### src/rtl/timer1_pkg.sv
`default_nettype none
// ============================================================================
// Module      : timer1_pkg
// Description : Shared definitions for the Timer/Counter1 access controller.
//               Holds the clock-select (CS) encodings, the TEMP-byte state
//               type and the default I/O addresses of the Timer1 registers.
// Revision    : 1.0 - initial release
// ============================================================================
package timer1_pkg;

    // TCCR1B clock-select encodings (CS12:CS10)
    localparam logic [2:0] CS_STOP     = 3'b000;
    localparam logic [2:0] CS_DIV1     = 3'b001;
    localparam logic [2:0] CS_DIV8     = 3'b010;
    localparam logic [2:0] CS_DIV64    = 3'b011;
    localparam logic [2:0] CS_DIV256   = 3'b100;
    localparam logic [2:0] CS_DIV1024  = 3'b101;
    localparam logic [2:0] CS_EXT_FALL = 3'b110;
    localparam logic [2:0] CS_EXT_RISE = 3'b111;

    // Tracks whether a high byte has been staged in TEMP
    typedef enum logic [0:0] {
        TEMP_EMPTY  = 1'b0,
        TEMP_LOADED = 1'b1
    } temp_state_t;

    // Default I/O addresses
    localparam logic [5:0] DEFAULT_ADDR_OCR1AL = 6'h2A;
    localparam logic [5:0] DEFAULT_ADDR_OCR1AH = 6'h2B;
    localparam logic [5:0] DEFAULT_ADDR_TCNT1L = 6'h2C;
    localparam logic [5:0] DEFAULT_ADDR_TCNT1H = 6'h2D;
    localparam logic [5:0] DEFAULT_ADDR_TCCR1B = 6'h2E;

endpackage
`default_nettype wire

### src/rtl/timer1_prescaler.sv
`default_nettype none
// ============================================================================
// Module      : timer1_prescaler
// Description : Free-running 10-bit prescaler producing the raw Timer1 count
//               tick for the selected clock source.
//               Optional macro TIMER1_EXT_CLK_EN enables the external T1 pin
//               source (CS=110 falling edge, CS=111 rising edge); without it
//               those encodings behave as stopped and t1_pin is unused.
// Ports       : sysClock  - system clock
//               reset     - synchronous active-high reset
//               cs        - clock select (TCCR1B[2:0])
//               t1_pin    - asynchronous external clock pin
//               raw_tick  - single-cycle tick before preload masking
// Revision    : 1.0 - initial release
// ============================================================================
module timer1_prescaler
    import timer1_pkg::*;
(
    input  logic       sysClock,
    input  logic       reset,
    input  logic [2:0] cs,
    input  logic       t1_pin,
    output logic       raw_tick
);

    logic [9:0] r_prescale;
    logic       w_ext_fall;
    logic       w_ext_rise;

    // Cleared only by reset; a CS change does not restart the divider
    always_ff @(posedge sysClock) begin
        if (reset) begin
            r_prescale <= '0;
        end else begin
            r_prescale <= r_prescale + 10'd1;
        end
    end

`ifdef TIMER1_EXT_CLK_EN
    logic r_sync1;
    logic r_sync2;
    logic r_prev;
    logic r_rise;
    logic r_fall;

    // Two-flop synchroniser, then a registered edge detect: a pin edge
    // appears as a tick on the third cycle after it is first sampled.
    always_ff @(posedge sysClock) begin
        if (reset) begin
            r_sync1 <= 1'b0;
            r_sync2 <= 1'b0;
            r_prev  <= 1'b0;
            r_rise  <= 1'b0;
            r_fall  <= 1'b0;
        end else begin
            r_sync1 <= t1_pin;
            r_sync2 <= r_sync1;
            r_prev  <= r_sync2;
            r_rise  <= r_sync2 & ~r_prev;
            r_fall  <= ~r_sync2 & r_prev;
        end
    end

    assign w_ext_fall = r_fall;
    assign w_ext_rise = r_rise;
`else
    logic w_unused_t1_pin;

    assign w_unused_t1_pin = t1_pin;
    assign w_ext_fall      = 1'b0;
    assign w_ext_rise      = 1'b0;
`endif

    // Divided ticks fire when the relevant low bits wrap to zero
    always_comb begin
        raw_tick = 1'b0;
        case (cs)
            CS_STOP:     raw_tick = 1'b0;
            CS_DIV1:     raw_tick = 1'b1;
            CS_DIV8:     raw_tick = (r_prescale[2:0] == 3'd0);
            CS_DIV64:    raw_tick = (r_prescale[5:0] == 6'd0);
            CS_DIV256:   raw_tick = (r_prescale[7:0] == 8'd0);
            CS_DIV1024:  raw_tick = (r_prescale == 10'd0);
            CS_EXT_FALL: raw_tick = w_ext_fall;
            CS_EXT_RISE: raw_tick = w_ext_rise;
        endcase
    end

endmodule
`default_nettype wire

### src/rtl/timer1_access_controller.sv
`default_nettype none
// ============================================================================
// Module      : timer1_access_controller
// Description : CPU I/O-bus front end for the 16-bit Timer/Counter1. Provides
//               the shared TEMP byte for atomic TCNT1/OCR1A accesses, holds
//               OCR1A and TCCR1B[2:0], drives the timer preload and produces
//               the prescaled count tick.
//               Optional macro TIMER1_EXT_CLK_EN (in timer1_prescaler)
//               enables the external T1 clock source.
// Ports       : sysClock/reset      - clock, synchronous active-high reset
//               io_addr/io_wdata    - I/O bus address and write data
//               io_we/io_re         - one-cycle write / read strobes
//               io_rdata            - registered read data
//               tcnt_count          - live timer count
//               TCNT1H/L_input      - preload bytes, TCNT_write_enable strobe
//               OCR1AH/L_input      - compare register bytes
//               count_tick          - one-cycle count enable
//               t1_pin              - external clock pin
// Revision    : 1.0 - initial release
// ============================================================================
module timer1_access_controller
    import timer1_pkg::*;
#(
    parameter logic [5:0] ADDR_OCR1AL = DEFAULT_ADDR_OCR1AL,
    parameter logic [5:0] ADDR_OCR1AH = DEFAULT_ADDR_OCR1AH,
    parameter logic [5:0] ADDR_TCNT1L = DEFAULT_ADDR_TCNT1L,
    parameter logic [5:0] ADDR_TCNT1H = DEFAULT_ADDR_TCNT1H,
    parameter logic [5:0] ADDR_TCCR1B = DEFAULT_ADDR_TCCR1B
) (
    input  logic        sysClock,
    input  logic        reset,
    input  logic [5:0]  io_addr,
    input  logic [7:0]  io_wdata,
    input  logic        io_we,
    input  logic        io_re,
    output logic [7:0]  io_rdata,
    input  logic [15:0] tcnt_count,
    output logic [7:0]  TCNT1H_input,
    output logic [7:0]  TCNT1L_input,
    output logic        TCNT_write_enable,
    output logic [7:0]  OCR1AH_input,
    output logic [7:0]  OCR1AL_input,
    output logic        count_tick,
    input  logic        t1_pin
);

    logic        w_sel_ocrl;
    logic        w_sel_ocrh;
    logic        w_sel_tcntl;
    logic        w_sel_tcnth;
    logic        w_sel_tccr;
    logic        w_wr_high;
    logic        w_wr_low;
    logic        w_raw_tick;

    logic [7:0]  r_temp;
    logic [15:0] r_ocr1a;
    logic [2:0]  r_cs;
    logic [7:0]  r_rdata;
    logic [7:0]  r_tcnt_h;
    logic [7:0]  r_tcnt_l;
    logic        r_tcnt_we;

    temp_state_t r_temp_state;
    temp_state_t w_temp_state_next;

    assign w_sel_ocrl  = (io_addr == ADDR_OCR1AL);
    assign w_sel_ocrh  = (io_addr == ADDR_OCR1AH);
    assign w_sel_tcntl = (io_addr == ADDR_TCNT1L);
    assign w_sel_tcnth = (io_addr == ADDR_TCNT1H);
    assign w_sel_tccr  = (io_addr == ADDR_TCCR1B);

    assign w_wr_high = io_we & (w_sel_tcnth | w_sel_ocrh);
    assign w_wr_low  = io_we & (w_sel_tcntl | w_sel_ocrl);

    // TEMP staging state
    always_ff @(posedge sysClock) begin
        if (reset) begin
            r_temp_state <= TEMP_EMPTY;
        end else begin
            r_temp_state <= w_temp_state_next;
        end
    end

    always_comb begin
        w_temp_state_next = r_temp_state;
        if (w_wr_high) begin
            w_temp_state_next = TEMP_LOADED;
        end else if (w_wr_low) begin
            w_temp_state_next = TEMP_EMPTY;
        end
    end

    // Register file and TEMP datapath. A simultaneous write and read is
    // treated as a write only. TEMP is not cleared by a low-byte write so a
    // staged high byte can be reused.
    always_ff @(posedge sysClock) begin
        if (reset) begin
            r_temp    <= '0;
            r_ocr1a   <= '0;
            r_cs      <= '0;
            r_rdata   <= '0;
            r_tcnt_h  <= '0;
            r_tcnt_l  <= '0;
            r_tcnt_we <= 1'b0;
        end else begin
            r_tcnt_we <= 1'b0;
            if (io_we) begin
                if (w_sel_tcnth || w_sel_ocrh) begin
                    r_temp <= io_wdata;
                end
                if (w_sel_tcntl) begin
                    r_tcnt_h  <= r_temp;
                    r_tcnt_l  <= io_wdata;
                    r_tcnt_we <= 1'b1;
                end
                if (w_sel_ocrl) begin
                    r_ocr1a <= {r_temp, io_wdata};
                end
                if (w_sel_tccr) begin
                    r_cs <= io_wdata[2:0];
                end
            end else if (io_re) begin
                if (w_sel_tcntl) begin
                    // Snapshot the high byte alongside the low byte
                    r_rdata <= tcnt_count[7:0];
                    r_temp  <= tcnt_count[15:8];
                end else if (w_sel_tcnth) begin
                    r_rdata <= r_temp;
                end else if (w_sel_ocrh) begin
                    r_rdata <= r_ocr1a[15:8];
                end else if (w_sel_ocrl) begin
                    r_rdata <= r_ocr1a[7:0];
                end else if (w_sel_tccr) begin
                    r_rdata <= {5'b0, r_cs};
                end
            end
        end
    end

    timer1_prescaler u_prescaler (
        .sysClock (sysClock),
        .reset    (reset),
        .cs       (r_cs),
        .t1_pin   (t1_pin),
        .raw_tick (w_raw_tick)
    );

    // Never increment in the same cycle the preload lands
    assign count_tick        = w_raw_tick & ~r_tcnt_we;

    assign io_rdata          = r_rdata;
    assign TCNT1H_input      = r_tcnt_h;
    assign TCNT1L_input      = r_tcnt_l;
    assign TCNT_write_enable = r_tcnt_we;
    assign OCR1AH_input      = r_ocr1a[15:8];
    assign OCR1AL_input      = r_ocr1a[7:0];

endmodule
`default_nettype wire

### config.mk
export PLATFORM = sky130hd
export DESIGN_NAME = timer1_access_controller
export DESIGN_NICKNAME = d
export VERILOG_FILES = /design/src/rtl/timer1_pkg.sv /design/src/rtl/timer1_prescaler.sv /design/src/rtl/timer1_access_controller.sv
export SDC_FILE = /design/constraint.sdc
export NUM_CORES = 1
export LEC_CHECK = 0
export CAP_MARGIN = 20
export CELL_PAD_IN_SITES_DETAIL_PLACEMENT = 0
export CELL_PAD_IN_SITES_GLOBAL_PLACEMENT = 1
export CORE_UTILIZATION = 34
export CTS_BUF_LIST = sky130_fd_sc_hd__clkbuf_8
export CTS_CLUSTER_SIZE = 30
export DETAILED_ROUTE_END_ITERATION = 8
export PLACE_DENSITY = 0.87
export SKIP_LAST_GASP = 1
export SYNTH_ARGS = -nofsm -noshare
export SYNTH_HDL_FRONTEND = slang
export SYNTH_SLANG_ARGS = --single-unit
### constraint.sdc
create_clock -name sysClock -period 1.6 [get_ports sysClock]
set_clock_uncertainty 0.05 [all_clocks]
set_input_delay 0.32 -clock sysClock [delete_from_list [all_inputs] [get_ports sysClock]]
set_output_delay 0.32 -clock sysClock [all_outputs]
set_load 0.03 [all_outputs]
==> results.txt, run 1 <==
- The run finished, with violations left.
* Failing checks: setup timing
* Ranking of synthesized cells by instance count: sky130_fd_sc_hd__dfxtp_1 (62), sky130_fd_sc_hd__nor2_1 (40), sky130_fd_sc_hd__mux2i_1 (35), sky130_fd_sc_hd__nand2_1 (35), sky130_fd_sc_hd__a21oi_1 (26)
* FILL cells: 770
* Worst Setup End Kind: primary output
- Of all nets on the critical path, the largest fanout is 2.
- Pin count of the biggest net entering global routing: 40
- Counting tap cells, the placed design contains a total of 506 instances.
* Type of element launching the critical path: flip-flop
- Synthesis produced a netlist whose cell count is 314.
* Number of buffers inserted to repair setup after CTS: 0
* DP Area: 0.003945 sq mm
- The clock tree synthesis step divided the H-tree into 3 levels.
- Portion of synthesized cell area occupied by the leading cell type: a little over two fifths
- Worst Slack Setup Final: -0.3984 ns
* Vias after detailed routing: 2692
- Across the run, the number of max-cap violations was 0.
- Worst-Margin Slew: 0.4154 ns
- Avg Inst Size Synth: 9.133 sq um
- Fraction of the yosys area taken by sequential cells: 43.28%
- Yosys synthesis warning count: 0
- Among cell families on the critical path, the largest total delay comes from compound AO/OA/AOI/OAI gates.
- Routability cong.: 0.8050
- Final total negative setup slack: -0.3984 ns
- Signal arrival time at the worst endpoint: 1.63 ns
- Post-route cell area: ~0.0041 sq mm
* Area of the mapped netlist: about 0.0029 sq mm
- Pwr Density: 826.1 mW/mm^2
- The root buffer cell chosen for the clock tree is sky130_fd_sc_hd__clkbuf_8.
* Overall die area: 0.008806 sq mm
- For this block, the routed nets add up to 8.101 mm of wire.
- Aggregate global routing overflow: 0
* Category of the most critical setup path: flip-flop to primary output
- Dividing the final minimum period by the clock period gives 124.9%.
* DR DRC count: 0
- The number of antenna violations at the first check in global routing came to 0.
* Number of nets in the final layout: between 400 and 500
- 0 antenna diodes ended up in the layout.
- The worst path in the final design needs a cycle of 1.998 ns, including I/O delays and setup.
- The via count of the first global-routing pass came to roughly 2600.
* Number of buffers created by CTS: 9
- Maximum resistive drop on vdd: 0.3877 mV
- Required time of the critical path: 1.23 ns
* Horizontal extent of the die: 93.84 um
- The worst pin sits at a relative slew slack of between 70% and 80%.
- The first routing iteration left 149 violations.
- GR Util All Layers: 19.04%
- After detailed routing, the average wire length per cell comes to 15.49 um.
- Clock-pin slew was measured on the worst setup and hold paths at 0.07 ns.
- DP Wirelength: 5.765 mm
* Final Hold Violating Endpoints: 0
- Clock latency on the worst-skew pair, taken at its later pin, is 0.34 ns.
- CTS saw 62 sinks.
- Excluding fillers, the count of instances in the completed layout stands at 523.
- Min-delay worst type: input pin to flip-flop
* Number of primary I/O pins: 77
* Unique cell type count in the Yosys netlist: 39
- The first global-routing pass estimated 12.83 mm of wire.
- The most common cell in the synthesized netlist is sky130_fd_sc_hd__dfxtp_1.
* Unrepaired setup endpoints after global routing: yes
- In this run the remaining antenna-violating nets after routing total 0.
- For this configuration, the core starts out at a cell density of 35.08%.
* Leakage power figure: 0.001704 uW
* Layout-stage area growth over the synthesis result: 44.02%
- Among all stages on the critical path, the largest delay is contributed by sky130_fd_sc_hd__dfxtp_1.
- The floorplan has 33 rows.
- For this run, the detailed router's first-pass iteration total came to 4.
* Vias per Instance: roughly 5.1
- Ranked by total cell area, the synthesized netlist is headed by sky130_fd_sc_hd__dfxtp_1 (43%), sky130_fd_sc_hd__mux2i_1 (12%), sky130_fd_sc_hd__nor2_1 (5.2%), sky130_fd_sc_hd__nand2_1 (4.6%), sky130_fd_sc_hd__a21oi_1 (4.5%).
- Share of async-settable or async-resettable flops after synthesis: 0%
- In this design, the stage delay of the slowest critical-path cell is between 0.3 and 0.4 ns.
- Worst setup timing slack at the placement stage: -0.5238 ns
* Number of register bits inferred by synthesis: 62
- For this design, the CTS-stage hold fixing added 0 buffers.
- In this run the deepest clock path goes through 2 buffers.
* Worst-path cell chain: inv_1 -> ha_1 -> nand2b_1 -> nor4_2 -> o21ai_1 -> a21oi_2 -> buf_12
- In this run the standard cell core region covers 0.008175 sq mm.
- From bottom edge to top edge, the die measures between 90 and 100 um.
* Ys flop type: sky130_fd_sc_hd__dfxtp_1
- The number of pins exceeding their max-slew limit in the final report was 0.
- Count of flip-flops with a built-in enable after synthesis: 0
- TritonCTS built the clock tree.
- In this run the tool buffered the top-level ports with 75 buffer cells.
- Share of post-route cells with drive strength above 1: 15.79%
* Max frequency: 500.4 MHz
- Buffer and inverter count on the worst path: 2
* Mapped Nets: 351
- Number of failing setup endpoints in the final timing report: 1
* Cell type contributing the most total cell area after synthesis: sky130_fd_sc_hd__dfxtp_1
per-stage QoR:
stage                     hold WS [ns]  power [uW]  util, %
after floorplan                 0.3758        1756        -
after global placement          0.3941        1943    48.26
after detailed placement        0.3998        1946    48.26
after CTS                       0.2676        3436    50.17
after global routing            0.2692        3556    50.52
final                           0.2774        3412    50.52
state kept, by name, indices dropped and copies added (netlist names):
name                    flops
r_temp                      8
TCNT1L_input                8
r_ocr1a                    16
TCNT_write_enable           1
u_prescaler.r_prescale     10
r_cs                        3
io_rdata                    8
TCNT1H_input                8
cell families after synthesis:
group	share of synthesized area, %
simple gates	19.55
fa+ha+maj	0.8725
compound gates	16.19
flops	43.28
mux	12.22
xor+xnor	2.749
buf+inv	5.148
final timing paths:
path	start	depth (start not counted)	slack [ns]	to
setup / recovery	u_prescaler.r_prescale[1]$_SDFF_PP0_	7	-0.40	count_tick
hold / removal	reset	2	0.28	io_rdata[1]$_SDFFE_PP0P_
setup reg to reg	r_cs[1]$_SDFFE_PP0P_	5	0.24	io_rdata[1]$_SDFFE_PP0P_
hold reg to reg	TCNT1L_input[2]$_SDFFE_PP0P_	2	0.41	TCNT1L_input[2]$_SDFFE_PP0P_
timing repair:
| item | 4_1_cts | 5_1_grt |
|---|---|---|
| cloned | 0 | 1 |
| pin swaps | 4 | 1 |
| resized for setup | 47 | 10 |
| endpoints found under the setup margin | 88 | 13 |
cell usage in the layout (no fill, tap or decap), types with 9 or more instances in the layout:
master                            count
sky130_fd_sc_hd__a21oi_1             25
sky130_fd_sc_hd__a311oi_1            11
sky130_fd_sc_hd__buf_4               31
sky130_fd_sc_hd__clkbuf_8             9
sky130_fd_sc_hd__clkdlybuf4s50_1     26
sky130_fd_sc_hd__dfxtp_1             62
sky130_fd_sc_hd__dlygate4sd2_1       43
sky130_fd_sc_hd__mux2i_1             35
sky130_fd_sc_hd__nand2_1             35
sky130_fd_sc_hd__nor2_1              40
report_power, final:
part           internal [uW]  switching [uW]
sequential              1560            11.8
combinational            176             171
clock                    868             628
final cells by class:
| class | count | area [sq um] | share of cell area [%] |
|---|---|---|---|
| Tap cell | 105 | 131.4 | 3.181 |
| Multi-Input combinational cell | 224 | 1525 | 36.93 |
| Sequential cell | 62 | 1241 | 30.05 |
| Clock inverter | 7 | 90.09 | 2.181 |
| Timing Repair Buffer | 109 | 992.2 | 24.02 |
| Inverter | 7 | 26.28 | 0.6362 |
| Clock buffer | 9 | 123.9 | 2.999 |
worst reg2reg max path: cells and delay by family, from the launching register on:
family                 cells  cell delay (ns)
buffers and inverters      1             0.15
AO/OA/AOI/OAI              3             0.58
flip-flops                 1             0.34
AND/OR/NAND/NOR            1             0.12
routing by layer:
metal  routed length, um  up-vias  GRT usage [%]  part of all wire, %
met5                   0        -              0                    0
met4                 124        0          9.103                  1.5
met3                 529       11          5.259                  6.5
met2                3654       69          30.23                   45
met1                3792     1290          23.67                   47
li1                    -     1322              -                    -
(Power assumes the default switching activity.)
==> inputs of run 2 (changes only) <==
--- a/config.mk
+++ b/config.mk
@@ -13,6 +13,7 @@
 export CTS_CLUSTER_SIZE = 30
 export DETAILED_ROUTE_END_ITERATION = 8
 export PLACE_DENSITY = 0.87
+export SKIP_CTS_REPAIR_TIMING = 1
 export SKIP_LAST_GASP = 1
 export SYNTH_ARGS = -nofsm -noshare
 export SYNTH_HDL_FRONTEND = slang
==> run 2 against run 1 <==
Net effect:
- final area increased by 5.2%
- highest routed layer unchanged
- the flow still finishes with violations (setup timing)
- non-clock buffer count up 2
- count of clock-buffer cells in the layout did not move
- die area is the same
- clock power barely moved
- global-route usage hardly changed
- fmax shrank 2.0%
==> results.txt, run 2 (synthesis results as in run 1) <==
- Number of buffers created by CTS: 9
- The worst register-to-register path begins at r_cs[1]$_SDFFE_PP0P_.
* Overall die area: around 0.009 sq mm
- Category of the most critical setup path: flip-flop to primary output
- Number of primary I/O pins: 77
- The worst setup path is launched from a flip-flop.
- In the global route stage, met3 resource usage came out at 5.259%.
- Clock sink total: 62
- GR Util All Layers: 19.00%
- Most frequent cells in the layout: sky130_fd_sc_hd__dfxtp_1 (61), sky130_fd_sc_hd__dlymetal6s2s_1 (47), sky130_fd_sc_hd__nor2_1 (40)
* Maximum resistive drop on vdd: 0.4000 mV
- Max frequency: 490.1 MHz
- Core Box Area: between 0.008 and 0.009 sq mm
- CP max stage cell: sky130_fd_sc_hd__dfxtp_1
* Crit-path max FO: 2
- 0 antenna diodes ended up in the layout.
- Worst setup timing slack at the placement stage: -0.5238 ns
- Worst-path cell chain: inv_1 -> ha_4 -> nand2b_4 -> nor4_4 -> nand3_1 -> a21oi_2 -> buf_12
- The tightest min-delay check is of the input pin to flip-flop type.
- DR iter-0 viols: roughly 150
* Worst r2r path cells: 5
* Register-to-Register Setup Slack: between 0.2 and 0.25 ns
* Average detailed-routed wire length per instance: 15.62 um
- The routed design has a little over 8 mm of wire.
* FILL cells: ~740
- Number of stages on the worst setup path: 7
- From synthesis to final layout, the design area changed by 51.57%.
* Worst setup path startpoint: u_prescaler.r_prescale[0]$_SDFF_PP0_
* Largest incremental delay on the critical path: between 0.3 and 0.4 ns
* Number of max-slew violations in the final report: 0
- Global routing used a little under a quarter of the available met1 tracks.
* Status: finished with violations
* Unrepaired setup endpoints after global routing: yes
- TritonCTS built the clock tree.
- Count of buffers from port buffering: 75
- Leakage power figure: 0.002314 uW
* Number of nets in the final layout: 452
- Initial Util: 35.08%
- After layout, the minimum clock period comes to 2.040 ns.
* Buffer and inverter count on the worst path: 2
- Clock-pin slew was measured on the worst setup and hold paths at 0.07 ns.
* Period utilization: 127.5%
* Number of failing setup endpoints in the final timing report: 1
- DR DRC count: 0
- Area of the multi-input gates: 0.001548 sq mm
- Most common library cell in the layout ignoring fill and taps: sky130_fd_sc_hd__dfxtp_1
* Antenna violations before repair: 0
- Post-route ant nets: 0
- Cell row count: 33
* Post-route cell area: 0.004347 sq mm
- Setup slack on the critical path of the routed design comes to -0.4402 ns.
- Vias in the first global route: 2608
- Across the whole layout, storage elements account for approximately 0.0012 sq mm.
* Vias per Instance: 5.130
- Register name with the most flops: r_ocr1a
- In this run the power density over the cells is 792.6 mW/mm^2.
- The register with the most flip-flops in the layout has 16 of them.
* Final Hold Violating Endpoints: 0
* Worst Setup End Kind: primary output
- Required time of the critical path: 1.23 ns
- The floorplan step set the die height to 93.84 um.
- Share of post-route cells with drive strength above 1: around 17%
- Tightest slew margin relative to the limit: 73.21%
- Wire length of the first global-routing pass: 12.81 mm
- The congestion estimate from routability-driven global placement came to 0.8050.
- First-pass detailed-route iteration total: 4
* Pin count of the biggest net entering global routing: 40
- CTS root buffer: sky130_fd_sc_hd__clkbuf_8
- The tool flagged a number of max-cap violations equal to 0.
* GRT Max-Usage Layer: met2
* Total number of H-tree levels: 3
- Worst-Margin Slew: 0.4018 ns
* Vias after detailed routing: 2693
- Horizontal extent of the die: 93.84 um
- Skew-Pair Late Insertion Delay: 0.35 ns
- Registers with the highest flip-flop counts: r_ocr1a: 16 flops, u_prescaler.r_prescale: 10 flops
- The clock passes through at most 2 buffers.
- DP Area: 0.003945 sq mm
- The critical path ends at count_tick.
- At the worst endpoint, the arrival time is 1.67 ns.
- Reg-to-reg endpoint: io_rdata[1]$_SDFFE_PP0P_
- Crit-path leading delay family: simple AND/OR/NAND/NOR gates
- The final reports fail on setup timing.
- The HPWL after detailed placement is 5.765 mm.
- Met2 capacity usage during global routing: 30.05%
- Aggregate global routing overflow: 0
## run 2: final cells by class
type	instances	share of cell area, %
Inverter	7	0.6045
Multi-Input combinational cell	224	35.61
Clock inverter	7	2.073
Tap cell	105	3.022
Timing Repair Buffer	111	27.26
Sequential cell	62	28.58
Clock buffer	9	2.850
## run 2: where the power goes
| part | internal (uW) | total, uW | leakage (uW) | switching, uW |
|---|---|---|---|---|
| registers | 1560 | 1570 | 0.000501 | 12.9 |
| logic | 199 | 375 | 0.00170 | 176 |
| clock network | 868 | 1500 | 0.000110 | 631 |
## run 2: how the worst min path moves through the flow
stage	from	to	slack [ns]	depth (start not counted)
after detailed placement	TCNT1L_input[6]$_SDFFE_PP0P_	TCNT1L_input[6]$_SDFFE_PP0P_	0.40	2
final	reset	io_rdata[1]$_SDFFE_PP0P_	0.27	2
after CTS	reset	io_rdata[0]$_SDFFE_PP0P_	0.27	2
after global placement	TCNT1L_input[7]$_SDFFE_PP0P_	TCNT1L_input[7]$_SDFFE_PP0P_	0.39	2
after global routing	reset	io_rdata[1]$_SDFFE_PP0P_	0.27	2
after floorplan	u_prescaler.r_prescale[0]$_SDFF_PP0_	u_prescaler.r_prescale[0]$_SDFF_PP0_	0.38	1
## run 2: per-layer routing
layer	vias to the layer above	wire length, um	part of all wire [%]
li1	1335	-	-
met1	1275	3745	46
met2	72	3707	45
met3	11	603	7.4
met4	0	146	1.8
met5	-	0	0
## run 2: metrics by stage
step	setup TNS [ns]	power [uW]	instances	utilization, %	hold WS [ns]
after global placement	-21.07	1943	506	48.26	0.3941
after global routing	-0.5239	3589	525	53.17	0.2690
after detailed placement	-22.12	1946	506	48.26	0.3998
after CTS	-10.91	3444	522	50.87	0.2676
after floorplan	0	1756	314	-	0.3758
final	-0.4402	3445	525	53.17	0.2721
